`config.mk`:
```
export PLATFORM = sky130hd
export DESIGN_NAME = ifu_prefetch_flat
export DESIGN_NICKNAME = d
export VERILOG_FILES = /design/src/rtl/ifu_prefetch_if.sv /design/src/rtl/ifu_prefetch.sv /design/src/flat_wrapper.sv
export SDC_FILE = /design/constraint.sdc
export NUM_CORES = 1
export LEC_CHECK = 0
export ABC_AREA = 1
export CAP_MARGIN = 0
export CORE_AREA = 2 2 122 183
export CTS_CLUSTER_DIAMETER = 120
export DETAILED_ROUTE_END_ITERATION = 10
export DIE_AREA = 0 0 124 185
export HOLD_SLACK_MARGIN = 0.12
export SYNTH_ARGS = -nofsm -noshare
export SYNTH_HDL_FRONTEND = slang
export SYNTH_SLANG_ARGS = --single-unit
```
`constraint.sdc`:
```
create_clock -name clk -period 5.83 [get_ports clk]
set_clock_uncertainty 0.2 [all_clocks]
set_input_delay 0.8745 -clock clk [delete_from_list [all_inputs] [get_ports clk]]
set_output_delay 0.8745 -clock clk [all_outputs]
set_load 0.02 [all_outputs]
```
`src/rtl/ifu_prefetch_if.sv`:
```
// Fetch-unit bundle: instruction-memory request/response, core delivery and redirect.
// master = fetch unit, slave = memory plus core.
interface ifu_prefetch_if;
  logic        imem_req_valid;
  logic [31:0] imem_req_addr;
  logic        imem_req_ready;
  logic        imem_resp_valid;
  logic [31:0] imem_resp_data;
  logic        inst_valid;
  logic [31:0] inst;
  logic [31:0] inst_pc;
  logic        inst_ready;
  logic        redirect_valid;
  logic [31:0] redirect_pc;

  modport master (
    output imem_req_valid, imem_req_addr,
    input  imem_req_ready, imem_resp_valid, imem_resp_data,
    output inst_valid, inst, inst_pc,
    input  inst_ready, redirect_valid, redirect_pc
  );

  modport slave (
    input  imem_req_valid, imem_req_addr,
    output imem_req_ready, imem_resp_valid, imem_resp_data,
    input  inst_valid, inst, inst_pc,
    output inst_ready, redirect_valid, redirect_pc
  );
endinterface

```
`src/rtl/ifu_prefetch.sv`:
```
// Instruction prefetch: PC generation, single-outstanding imem fetch and a {pc, inst} FIFO.
// Define IFU_TRACE_EN to print dequeued instructions and flag unexpected responses.
module ifu_prefetch #(
  parameter logic [31:0] RESET_PC = 32'h8000_0000,
  parameter int unsigned DEPTH    = 2
) (
  input  logic           clk,
  input  logic           rst,
  ifu_prefetch_if.master bus
);

  localparam int unsigned     PtrW     = $clog2(DEPTH);
  localparam int unsigned     CntW     = $clog2(DEPTH + 1);
  localparam logic [CntW-1:0] DepthCnt = CntW'(DEPTH);

  typedef enum logic [1:0] {StReq, StWait, StDrop} state_e;

  state_e          state_q, state_d;
  logic [31:0]     fetch_pc_q, fetch_pc_d;
  logic [CntW-1:0] count_q, count_d;
  logic [PtrW-1:0] wr_ptr_q, wr_ptr_d;
  logic [PtrW-1:0] rd_ptr_q, rd_ptr_d;
  logic            active_q;
  logic [31:0]     inst_mem_q [DEPTH];
  logic [31:0]     pc_mem_q   [DEPTH];

  logic req_valid, req_fire, enq, deq, inst_valid;
  logic unused_redirect_lsb;

  assign unused_redirect_lsb = ^bus.redirect_pc[1:0];

  // In StReq nothing is outstanding, so the credit check reduces to count < DEPTH.
  assign inst_valid = (count_q != '0);
  assign req_valid  = active_q && (state_q == StReq) && (count_q < DepthCnt);
  assign req_fire   = req_valid && bus.imem_req_ready;

  always_comb begin
    state_d    = state_q;
    fetch_pc_d = fetch_pc_q;
    enq        = 1'b0;
    case (state_q)
      StReq: begin
        if (req_fire) begin
          fetch_pc_d = fetch_pc_q + 32'd4;
          state_d    = StWait;
        end
      end
      StWait: begin
        if (bus.imem_resp_valid) begin
          enq     = 1'b1;
          state_d = StReq;
        end
      end
      StDrop: begin
        if (bus.imem_resp_valid) state_d = StReq;
      end
      default: state_d = StReq;
    endcase

    deq      = inst_valid && bus.inst_ready;
    count_d  = count_q + CntW'(enq) - CntW'(deq);
    wr_ptr_d = wr_ptr_q + PtrW'(enq);
    rd_ptr_d = rd_ptr_q + PtrW'(deq);

    if (bus.redirect_valid) begin
      fetch_pc_d = {bus.redirect_pc[31:2], 2'b00};
      enq        = 1'b0;
      deq        = 1'b0;
      count_d    = '0;
      wr_ptr_d   = '0;
      rd_ptr_d   = '0;
      // Anything still in flight after this cycle belongs to the old stream.
      if (state_d == StWait) state_d = StDrop;
    end
  end

  always_ff @(posedge clk) begin
    if (rst) begin
      state_q    <= StReq;
      fetch_pc_q <= RESET_PC;
      count_q    <= '0;
      wr_ptr_q   <= '0;
      rd_ptr_q   <= '0;
      active_q   <= 1'b0;
      for (int unsigned i = 0; i < DEPTH; i++) begin
        inst_mem_q[i] <= '0;
        pc_mem_q[i]   <= '0;
      end
    end else begin
      state_q    <= state_d;
      fetch_pc_q <= fetch_pc_d;
      count_q    <= count_d;
      wr_ptr_q   <= wr_ptr_d;
      rd_ptr_q   <= rd_ptr_d;
      active_q   <= 1'b1;
      // fetch_pc has already advanced past the outstanding request.
      if (enq) begin
        inst_mem_q[wr_ptr_q] <= bus.imem_resp_data;
        pc_mem_q[wr_ptr_q]   <= fetch_pc_q - 32'd4;
      end
    end
  end

  assign bus.imem_req_valid = req_valid;
  assign bus.imem_req_addr  = fetch_pc_q;
  assign bus.inst_valid     = inst_valid;
  assign bus.inst           = inst_mem_q[rd_ptr_q];
  assign bus.inst_pc        = pc_mem_q[rd_ptr_q];

`ifdef IFU_TRACE_EN
  always @(posedge clk) begin
    if (!rst && deq) $display("ifu: pc=%h inst=%h", bus.inst_pc, bus.inst);
    if (!rst && state_q == StReq && bus.imem_resp_valid) begin
      $display("ifu: error: imem response with no request outstanding");
    end
  end
`else
  // Trace hooks compiled out.
`endif

endmodule

```
`src/flat_wrapper.sv`:
```
// flat-port wrapper written by rule: the top's interface ports become plain ports
module ifu_prefetch_flat 
#(
  parameter logic [31:0] RESET_PC = 32'h8000_0000,
  parameter int unsigned DEPTH    = 2
)
  (clk, rst, bus_imem_req_valid, bus_imem_req_addr, bus_imem_req_ready, bus_imem_resp_valid, bus_imem_resp_data, bus_inst_valid, bus_inst, bus_inst_pc, bus_inst_ready, bus_redirect_valid, bus_redirect_pc);
  ifu_prefetch_if bus_i ();
  input  logic clk;
  input  logic rst;
  output wire logic [$bits(bus_i.imem_req_valid)-1:0] bus_imem_req_valid;
  output wire logic [$bits(bus_i.imem_req_addr)-1:0] bus_imem_req_addr;
  input wire logic [$bits(bus_i.imem_req_ready)-1:0] bus_imem_req_ready;
  input wire logic [$bits(bus_i.imem_resp_valid)-1:0] bus_imem_resp_valid;
  input wire logic [$bits(bus_i.imem_resp_data)-1:0] bus_imem_resp_data;
  output wire logic [$bits(bus_i.inst_valid)-1:0] bus_inst_valid;
  output wire logic [$bits(bus_i.inst)-1:0] bus_inst;
  output wire logic [$bits(bus_i.inst_pc)-1:0] bus_inst_pc;
  input wire logic [$bits(bus_i.inst_ready)-1:0] bus_inst_ready;
  input wire logic [$bits(bus_i.redirect_valid)-1:0] bus_redirect_valid;
  input wire logic [$bits(bus_i.redirect_pc)-1:0] bus_redirect_pc;
  assign bus_imem_req_valid = bus_i.imem_req_valid;
  assign bus_imem_req_addr = bus_i.imem_req_addr;
  assign bus_i.imem_req_ready = bus_imem_req_ready;
  assign bus_i.imem_resp_valid = bus_imem_resp_valid;
  assign bus_i.imem_resp_data = bus_imem_resp_data;
  assign bus_inst_valid = bus_i.inst_valid;
  assign bus_inst = bus_i.inst;
  assign bus_inst_pc = bus_i.inst_pc;
  assign bus_i.inst_ready = bus_inst_ready;
  assign bus_i.redirect_valid = bus_redirect_valid;
  assign bus_i.redirect_pc = bus_redirect_pc;
  ifu_prefetch #(.RESET_PC(RESET_PC), .DEPTH(DEPTH)) u_core (.clk(clk), .rst(rst), .bus(bus_i));
endmodule
```
==> impl_metrics.tcl, run 1 <==
set metrics [dict create \
    io_buffers 161 \
    post-cts-setup-buffers 0 \
    cp.required_ns 4.76 \
    multi_input_area_um2 3440 \
    min_path_type "register to register" \
    syn-cell-area_um2 8600 \
    drt_iter0_markers 411 \
    relSlewSlack_pct 49.4 \
    area.sequential_um2 4470 \
    clkTransAtPathRegs_ns 0.07 \
    post-dp-hpwl_um 16300 \
    cts_tree "done" \
    async_flop_share_pct 0 \
    hold_slack_ns 0.308 \
    grt_overflow_total 0 \
    clockBufferDepth 2 \
    tritoncts.num_buffers 17 \
    rows 66 \
    hold_depth 2 \
    initial_utilization_pct 40.0 \
    cp.arrival_ns 2.28 \
    antenna_left 0 \
    worst_slack_ns 2.48 \
    antenna_found_initial 0 \
    ys.flop_type "edfxtp_1" \
    drcViolationCount 0 \
    clk_latency_ns 0.42 \
    htree_levels 4 \
    ys_seq_area_share_pct 51.9 \
    syn2layout_area_growth_pct 27.6 \
    die_width_um 124 \
    ys_seq_elements 161 \
    layout-drive-gt1-share_pct 7.86 \
    timing.final.hold_violations 0 \
    grt_pass1_wl_um 36400 \
    total_power_uw 2790 \
    synth_top_area_cell "edfxtp_1" \
    layout_commonest_cell "nand2_1" \
    reg2reg_depth 9 \
    vias 7237 \
    r2r_slack_ns 3.39 \
    period_minus_slack_ns 3.35 \
    pwr_density_cell_nw_per_um2 255 \
    dieArea_um2 22900 \
    crit_path_end_kind "output pin" \
    synth_cell_types 37 \
    viasPerCell 4.85 \
    root_buffer "clkbuf_16" \
    first_pass_iters 5 \
    setup_viol 0 \
    crit_type "register to output pin" \
    final_max_slew_viol_count 0 \
    drv_cap 0 \
    avgSynthCellArea_um2 8.07 \
    rsz0062_at_grt "false" \
    nets 1285 \
    status "complete, no violations" \
    netlist_instances 1066 \
    finalSetupTns_ns 0 \
    cts_sinks 161 \
    tightest_slew_ns 0.759 \
    leakagePower_uw 0.00452 \
    drt_wl_total_um 23200 \
    synth_top_area_share_pct 43.3 \
    synth.area.top_cells "edfxtp_1 43%, nand2_1 15%, dfxtp_1 8.6%, nor2_1 7.5%, inv_1 4.9%" \
    core_area_um2 21500 \
    grt_usage_pct 21.0 \
    die_y_um 185 \
    synth_warnings 0 \
    crit_fanout 64 \
    n_antenna_cell 0 \
    wl_per_cell_um 15.5 \
    cts_resized 0 \
    gp_congestion 0.898 \
    synth-edff-count 124 \
    nFillCells 2099 \
    postCtsHoldBufs 0 \
    place_ws_ns 2.16 \
    period_share_pct 57.5 \
    io_pins 168 \
    grt_max_degree 65 \
    grt_pass1_vias 7039 \
    fmax_mhz 298 \
    final_cell_mix "337 x nand2_1, 171 x nor2_1, 161 x clkdlybuf4s50_1" \
    critPathLaunchType "register" \
    peakVddDrop_v 0.000175 \
]
## synthesized netlist by cell type, types with 3 or more instances
| cell type | count |
|---|---|
| o21ai_0 | 30 |
| nand2_2 | 9 |
| nand3_1 | 38 |
| o21ai_1 | 5 |
| xnor2_1 | 5 |
| buf_4 | 11 |
| nor2_4 | 16 |
| nor3_1 | 3 |
| nor2_1 | 171 |
| inv_1 | 112 |
| nand2_1 | 340 |
| nand3_2 | 3 |
| nor2_2 | 12 |
| a31oi_1 | 8 |
| dfxtp_1 | 37 |
| buf_2 | 7 |
| inv_2 | 4 |
| nand4_1 | 13 |
| clkbuf_1 | 26 |
| ha_1 | 7 |
| edfxtp_1 | 124 |
| xor2_1 | 26 |
| a21oi_1 | 40 |
| buf_6 | 3 |
## critical path, cell delays in order, from the launching register on
cell,delay (ns)
dfxtp_2,0.33
inv_2,0.04
buf_4,0.56
nand2_1,0.13
nand2_1,0.15
clkdlybuf4s50_1,0.62
## cells by family (layout without fill, tap and decap cells)
group                      count (synthesis)  in the layout  share of synthesized area, %
and+or+nand+nor                          612            612                          30.4
buffers and inverters                    169            321                          8.28
DFF                                      161            161                          51.9
AOI/OAI and AO/OA                         85             85                          5.14
xor gates and xnor gates                  31             31                          3.16
adders and majority gates                  7              7                          1.02
other                                      1              4                        0.0436
## sequential cells by signal, indices dropped and copies added, names as in the netlist
name / flops
u_core.inst_mem_q: 64
u_core.pc_mem_q: 60
u_core.bus.imem_req_addr: 30
u_core.count_q: 2
u_core.state_q: 2
u_core.active_q: 1
u_core.rd_ptr_q: 1
u_core.wr_ptr_q: 1
## where the power goes
group          switching, uW  total, uW  internal, uW
combinational            223        379           156
sequential              45.7       1320          1280
clock                    518       1090           574
## layer usage
metal	track usage [%]	vias up	share of wire (%)
met4	8.94	0	3.5
met5	0	-	0
met1	23.0	3363	39
met3	3.29	44	4.1
li1	-	3644	-
met2	39.2	186	53
## final timing paths
check,endpoint,start
max,bus_inst_pc[12],u_core.rd_ptr_q
min,u_core.wr_ptr_q,u_core.wr_ptr_q
max reg2reg,u_core.pc_mem_q[0][22],u_core.bus.imem_req_addr[2]
min reg2reg,u_core.wr_ptr_q,u_core.wr_ptr_q
## area by class of cell
class	count	share of cell area, %
sequential	161	40.7
multi-input combinational	739	31.4
timing repair buffer	171	15.4
inverter	118	4.06
clock buffer	17	3.88
tap	272	3.10
clock inverter	15	1.49
## per-stage QoR
stage          std cells  util (%)  instance area [um^2]
2_1_floorplan       1069         -                  8610
3_3_place_gp        1461      48.3                 10400
3_5_place_dp        1461      48.3                 10400
4_1_cts             1493      51.1                 11000
5_1_grt             1493      51.1                 11000
6_report            1493      51.1                 11000
Note: power is estimated with default switching activity, not from simulation.
==> inputs of run 2 (changes only) <==
clock period = 3.5 ns   (was 5.83 ns; I/O delays follow)
==> run 2 against run 1 <==
Net effect:
- power increased by 66%
- critical path depth is the same
- non-clock buffer count rose by 1
- first-iteration DRC count is 19% lower
- die area is the same
- sequential share of layout area fell by 0.079 points
- cell count up 0.13%
- setup slack lost 1.9 ns
- combinational power grew 68%
- critical endpoint is now bus_inst_pc[26]
- largest cell class unchanged
- largest power group unchanged
==> impl_metrics.tcl, run 2 (same netlist as run 1, synthesis figures left out) <==
set metrics [dict create \
    cts_sinks 161 \
    clkTransAtPathRegs_ns 0.06 \
    final_cell_mix "337 x nand2_1, 171 x nor2_1, 161 x clkdlybuf4s50_1" \
    grt_overflow_total 0 \
    rows 66 \
    status "complete, no violations" \
    clockBufferDepth 2 \
    syn2layout_area_growth_pct 27.8 \
    grt_pass1_vias 7066 \
    root_buffer "clkbuf_16" \
    crit_fanout 36 \
    die_width_um 124 \
    cp.arrival_ns 2.16 \
    cpMaxStageDelayCell "clkdlybuf4s50_1" \
    period_minus_slack_ns 2.89 \
    timing.final.hold_violations 0 \
    largest_reg_flops 64 \
    drt_iter0_markers 331 \
    drt_wl_total_um 23300 \
    crit_chain "inv_2 -> buf_4 -> nand2_1 -> nand2_1 -> clkdlybuf4s50_1" \
    grt_usage_pct 21.0 \
    initial_utilization_pct 40.0 \
    period_share_pct 82.5 \
    tritoncts.num_buffers 17 \
    antenna_found_initial 1 \
    leakagePower_uw 0.00452 \
    relSlewSlack_pct 47.7 \
    final_max_slew_viol_count 0 \
    crit_type "register to output pin" \
    clk_latency_ns 0.42 \
    first_pass_iters 5 \
    nets 1286 \
    htree_levels 4 \
    io_pins 168 \
    crit_path_max_incr_delay_ns 0.62 \
    fmax_mhz 346 \
    dieArea_um2 22900 \
    peakVddDrop_v 0.000313 \
    top_register "u_core.inst_mem_q" \
    rsz0062_at_grt "false" \
    pwr_density_cell_nw_per_um2 422 \
    place_ws_ns 0.727 \
    gp_congestion 0.926 \
    antenna_left 0 \
    vias 7159 \
    setup_viol 0 \
    post-cts-setup-buffers 0 \
    post-dp-hpwl_um 16300 \
    io_buffers 161 \
    wl_per_cell_um 15.6 \
    cp_top_family "buffers and inverters" \
    crit_buf_inv 3 \
    reg2reg_depth 9 \
    worst_slack_ns 0.613 \
    die_y_um 185 \
    cts_tree "done" \
    layout_commonest_cell "nand2_1" \
    cp.required_ns 2.77 \
    postCtsHoldBufs 0 \
    critical_path_depth 5 \
    hold_depth 2 \
    drcViolationCount 0 \
    viasPerCell 4.79 \
    layout-drive-gt1-share_pct 7.36 \
    core_area_um2 21500 \
    grt_pass1_wl_um 36200 \
    critPathLaunchType "register" \
    crit_path_end_kind "output pin" \
    min_path_type "register to register" \
    grt_max_degree 64 \
    finalSetupTns_ns 0 \
    drv_cap 0 \
    tightest_slew_ns 0.784 \
    crit_top_cell "nand2_1" \
    cts_resized 0 \
]
==> run 2: cell count changes in the layout (fill, tap and decap cells not counted), moves of 3 or more <==
cell      previous run  this run
clkbuf_1             0         6
inv_8                3         0
buf_12               0         3
inv_6                4         0
clkinv_8             4         0
==> run 2: final timing paths <==
path / slack (ns) / from / to
setup / recovery: 0.61 / u_core.rd_ptr_q / bus_inst_pc[26]
hold / removal: 0.30 / u_core.wr_ptr_q / u_core.wr_ptr_q
setup reg to reg: 1.09 / u_core.bus.imem_req_addr[2] / u_core.pc_mem_q[0][22]
hold reg to reg: 0.30 / u_core.wr_ptr_q / u_core.wr_ptr_q
==> run 2: metrics by stage <==
step	cell area, um^2	hold slack (ns)	instances	utilization, %	total power (uW)
6_report	11000	0.302	1495	51.2	4640
2_1_floorplan	8610	0.272	1069	-	2600
3_5_place_dp	10400	0.300	1462	48.5	2880
5_1_grt	11000	0.349	1495	51.2	4820
4_1_cts	11000	0.310	1494	51.2	4680
3_3_place_gp	10400	0.286	1462	48.5	2880
==> run 2: final cells by class <==
cell class	instances	area, um^2
Clock buffer	25	475
Inverter	118	445
Fill cell	2180	10500
Sequential cell	161	4470
Timing Repair Buffer	172	1730
Clock inverter	7	87.6
Multi-Input combinational cell	739	3440
Antenna cell	1	2.50
Tap cell	272	340
==> run 2: layer usage <==
| metal | vias up | track usage [%] | wire, um |
|---|---|---|---|
| li1 | 3647 | - | - |
| met4 | 0 | 9.35 | 675 |
| met2 | 166 | 40.0 | 12800 |
| met5 | - | 0 | 0 |
| met3 | 38 | 2.80 | 877 |
| met1 | 3308 | 22.5 | 8980 |
==> run 2: worst register-to-register path, cell delays in order (launching register included) <==
cell     delay, ns
dfxtp_1       0.43
inv_1         0.19
ha_1          0.31
inv_1         0.13
nor2_2        0.19
inv_2         0.06
nor2_4        0.16
nand3_2       0.10
xor2_1        0.28
nor2_1        0.08
==> run 2: report_power, final <==
group / total [uW] / leakage, uW / internal, uW / switching, uW
Clock: 1800 / 0.000277 / 1080 / 713
Combinational: 635 / 0.00266 / 263 / 372
Sequential: 2200 / 0.00159 / 2130 / 76.8
Total: 4640 / 0.00452 / 3470 / 1160
==> inputs of run 3 (changes only) <==
clock period = 2.77 ns   (was 3.5 ns; I/O delays follow)
==> run 3 against run 2 <==
Net effect:
- worst hold slack improved by 0.0013 ns
- setup slack got worse by 0.43 ns
- sequential share of layout area decreased by 0.30 points
- sequential power increased by 26%
- power increased by 27%
- die area unchanged
- first-iteration DRC count increased by 6.0%
- clock power increased by 29%
- routed wire length decreased by 0.66%
==> impl_metrics.tcl, run 3 (same netlist as run 1, synthesis figures left out) <==
set metrics [dict create \
    status "complete, no violations" \
    place_ws_ns 0.321 \
    switching_share_pct 25.3 \
    p_seq_share_pct 47.1 \
    io_pins 168 \
    rows 66 \
    layout_commonest_cell "nand2_1" \
    worst_slack_ns 0.181 \
    fmax_mhz 386 \
    layout-drive-gt1-share_pct 7.76 \
    pwr-share-clk_pct 39.2 \
    initial_utilization_pct 40.0 \
    crit_path_end_kind "output pin" \
    cts_resized 0 \
    htree_levels 4 \
    grt_pass1_wl_um 36200 \
    leakagePower_uw 0.00457 \
    final_cell_mix "337 x nand2_1, 171 x nor2_1, 160 x clkdlybuf4s50_1" \
    gp_congestion 0.892 \
    hold_slack_ns 0.303 \
    grt_overflow_total 0 \
    postCtsHoldBufs 0 \
    clockBufferDepth 2 \
    cts_sinks 161 \
    syn2layout_area_growth_pct 28.8 \
    cp.required_ns 2.15 \
    clk_latency_ns 0.43 \
    crit_fanout 35 \
    period_share_pct 93.5 \
    die_width_um 124 \
    drv_cap 0 \
    drt_wl_total_um 23200 \
    wl_per_cell_um 15.5 \
    tritoncts.num_buffers 17 \
    nets 1290 \
    root_buffer "clkbuf_16" \
    drt_iter0_markers 351 \
    pwr_density_cell_nw_per_um2 534 \
    internal-power_uw 4410 \
    largest_reg_flops 64 \
    grt_usage_pct 21.0 \
    peakVddDrop_v 0.000392 \
    top_register "u_core.inst_mem_q" \
    clkTransAtPathRegs_ns 0.06 \
    crit_type "register to output pin" \
    io_buffers 161 \
    timing.final.hold_violations 0 \
    dieArea_um2 22900 \
    final-instance-count-excl-fill 1496 \
    die_y_um 185 \
    post-cts-setup-buffers 0 \
    setup_viol 0 \
    total_power_uw 5910 \
    vias 7254 \
    pwr-share-comb_pct 13.7 \
    viasPerCell 4.85 \
    cts_tree "done" \
    n_antenna_cell 0 \
    switchingPower_uw 1500 \
    rsz0062_at_grt "false" \
    relSlewSlack_pct 61.8 \
    post-dp-hpwl_um 16100 \
    tightest_slew_ns 0.573 \
    first_pass_iters 4 \
    antenna_left 0 \
    grt_pass1_vias 7082 \
    cp.arrival_ns 1.97 \
    antenna_found_initial 0 \
    final_max_slew_viol_count 0 \
    drcViolationCount 0 \
    period_minus_slack_ns 2.59 \
    grt_max_degree 64 \
    min_path_type "register to register" \
    place_inst 1466 \
    finalSetupTns_ns 0 \
    critPathLaunchType "register" \
    core_area_um2 21500 \
]
## run 3: cell types whose count changed in the layout (fill, tap and decap cells not counted)
cell,change
dlymetal6s2s_1,+1
inv_2,-1
bufinv_16,+1
clkbuf_8,-2
diode_2,-1
clkinvlp_4,+3
buf_6,+1
clkinv_1,+3
buf_12,+3
clkbuf_1,-6
clkdlybuf4s50_1,-1
## run 3: final timing paths
kind	end	slack, ns	start	cells after the start
max	bus_inst_pc[26]	0.18	u_core.rd_ptr_q	5
min	u_core.wr_ptr_q	0.30	u_core.wr_ptr_q	2
max reg2reg	u_core.bus.imem_req_addr[26]	0.63	u_core.bus.imem_req_addr[3]	8
min reg2reg	u_core.wr_ptr_q	0.30	u_core.wr_ptr_q	2
## run 3: worst max-delay path: stages, from the launching register on
cell and delay, ns:
dfxtp_2 0.34, clkinv_2 0.16, buf_12 0.22, nand2_1 0.07, nand2_1 0.12, clkdlybuf4s50_1 0.62
## run 3: cell type report
class	count	area, um^2
clock buffers	17	425
clock inverters	13	146
fillers	2115	10400
inverters	118	447
multi-input cells	739	3440
flip-flops and latches	161	4470
well taps	272	340
repair buffers	176	1810
## run 3: per-layer routing
metal  up-vias  global-route usage [%]  part of all wire, %
met5         -                       0                    0
met3        58                    3.88                  5.1
met2       223                    36.7                   52
li1       3642                       -                    -
met1      3331                    23.7                   38
met4         0                    11.7                  4.9
## run 3: per-stage QoR
stage / util [%] / area [um^2]
final: 51.6 / 11100
after floorplan: - / 8610
after detailed placement: 48.9 / 10500
after global placement: 48.9 / 10500
after global routing: 51.6 / 11100
after CTS: 51.5 / 11100
## run 3: power groups by stage
stage	clock [uW]	combinational, uW	sequential (uW)
2_1_floorplan	0	462	2820
3_3_place_gp	0	811	2830
3_5_place_dp	0	817	2830
4_1_cts	2360	821	2780
5_1_grt	2460	894	2790
6_report	2320	810	2780
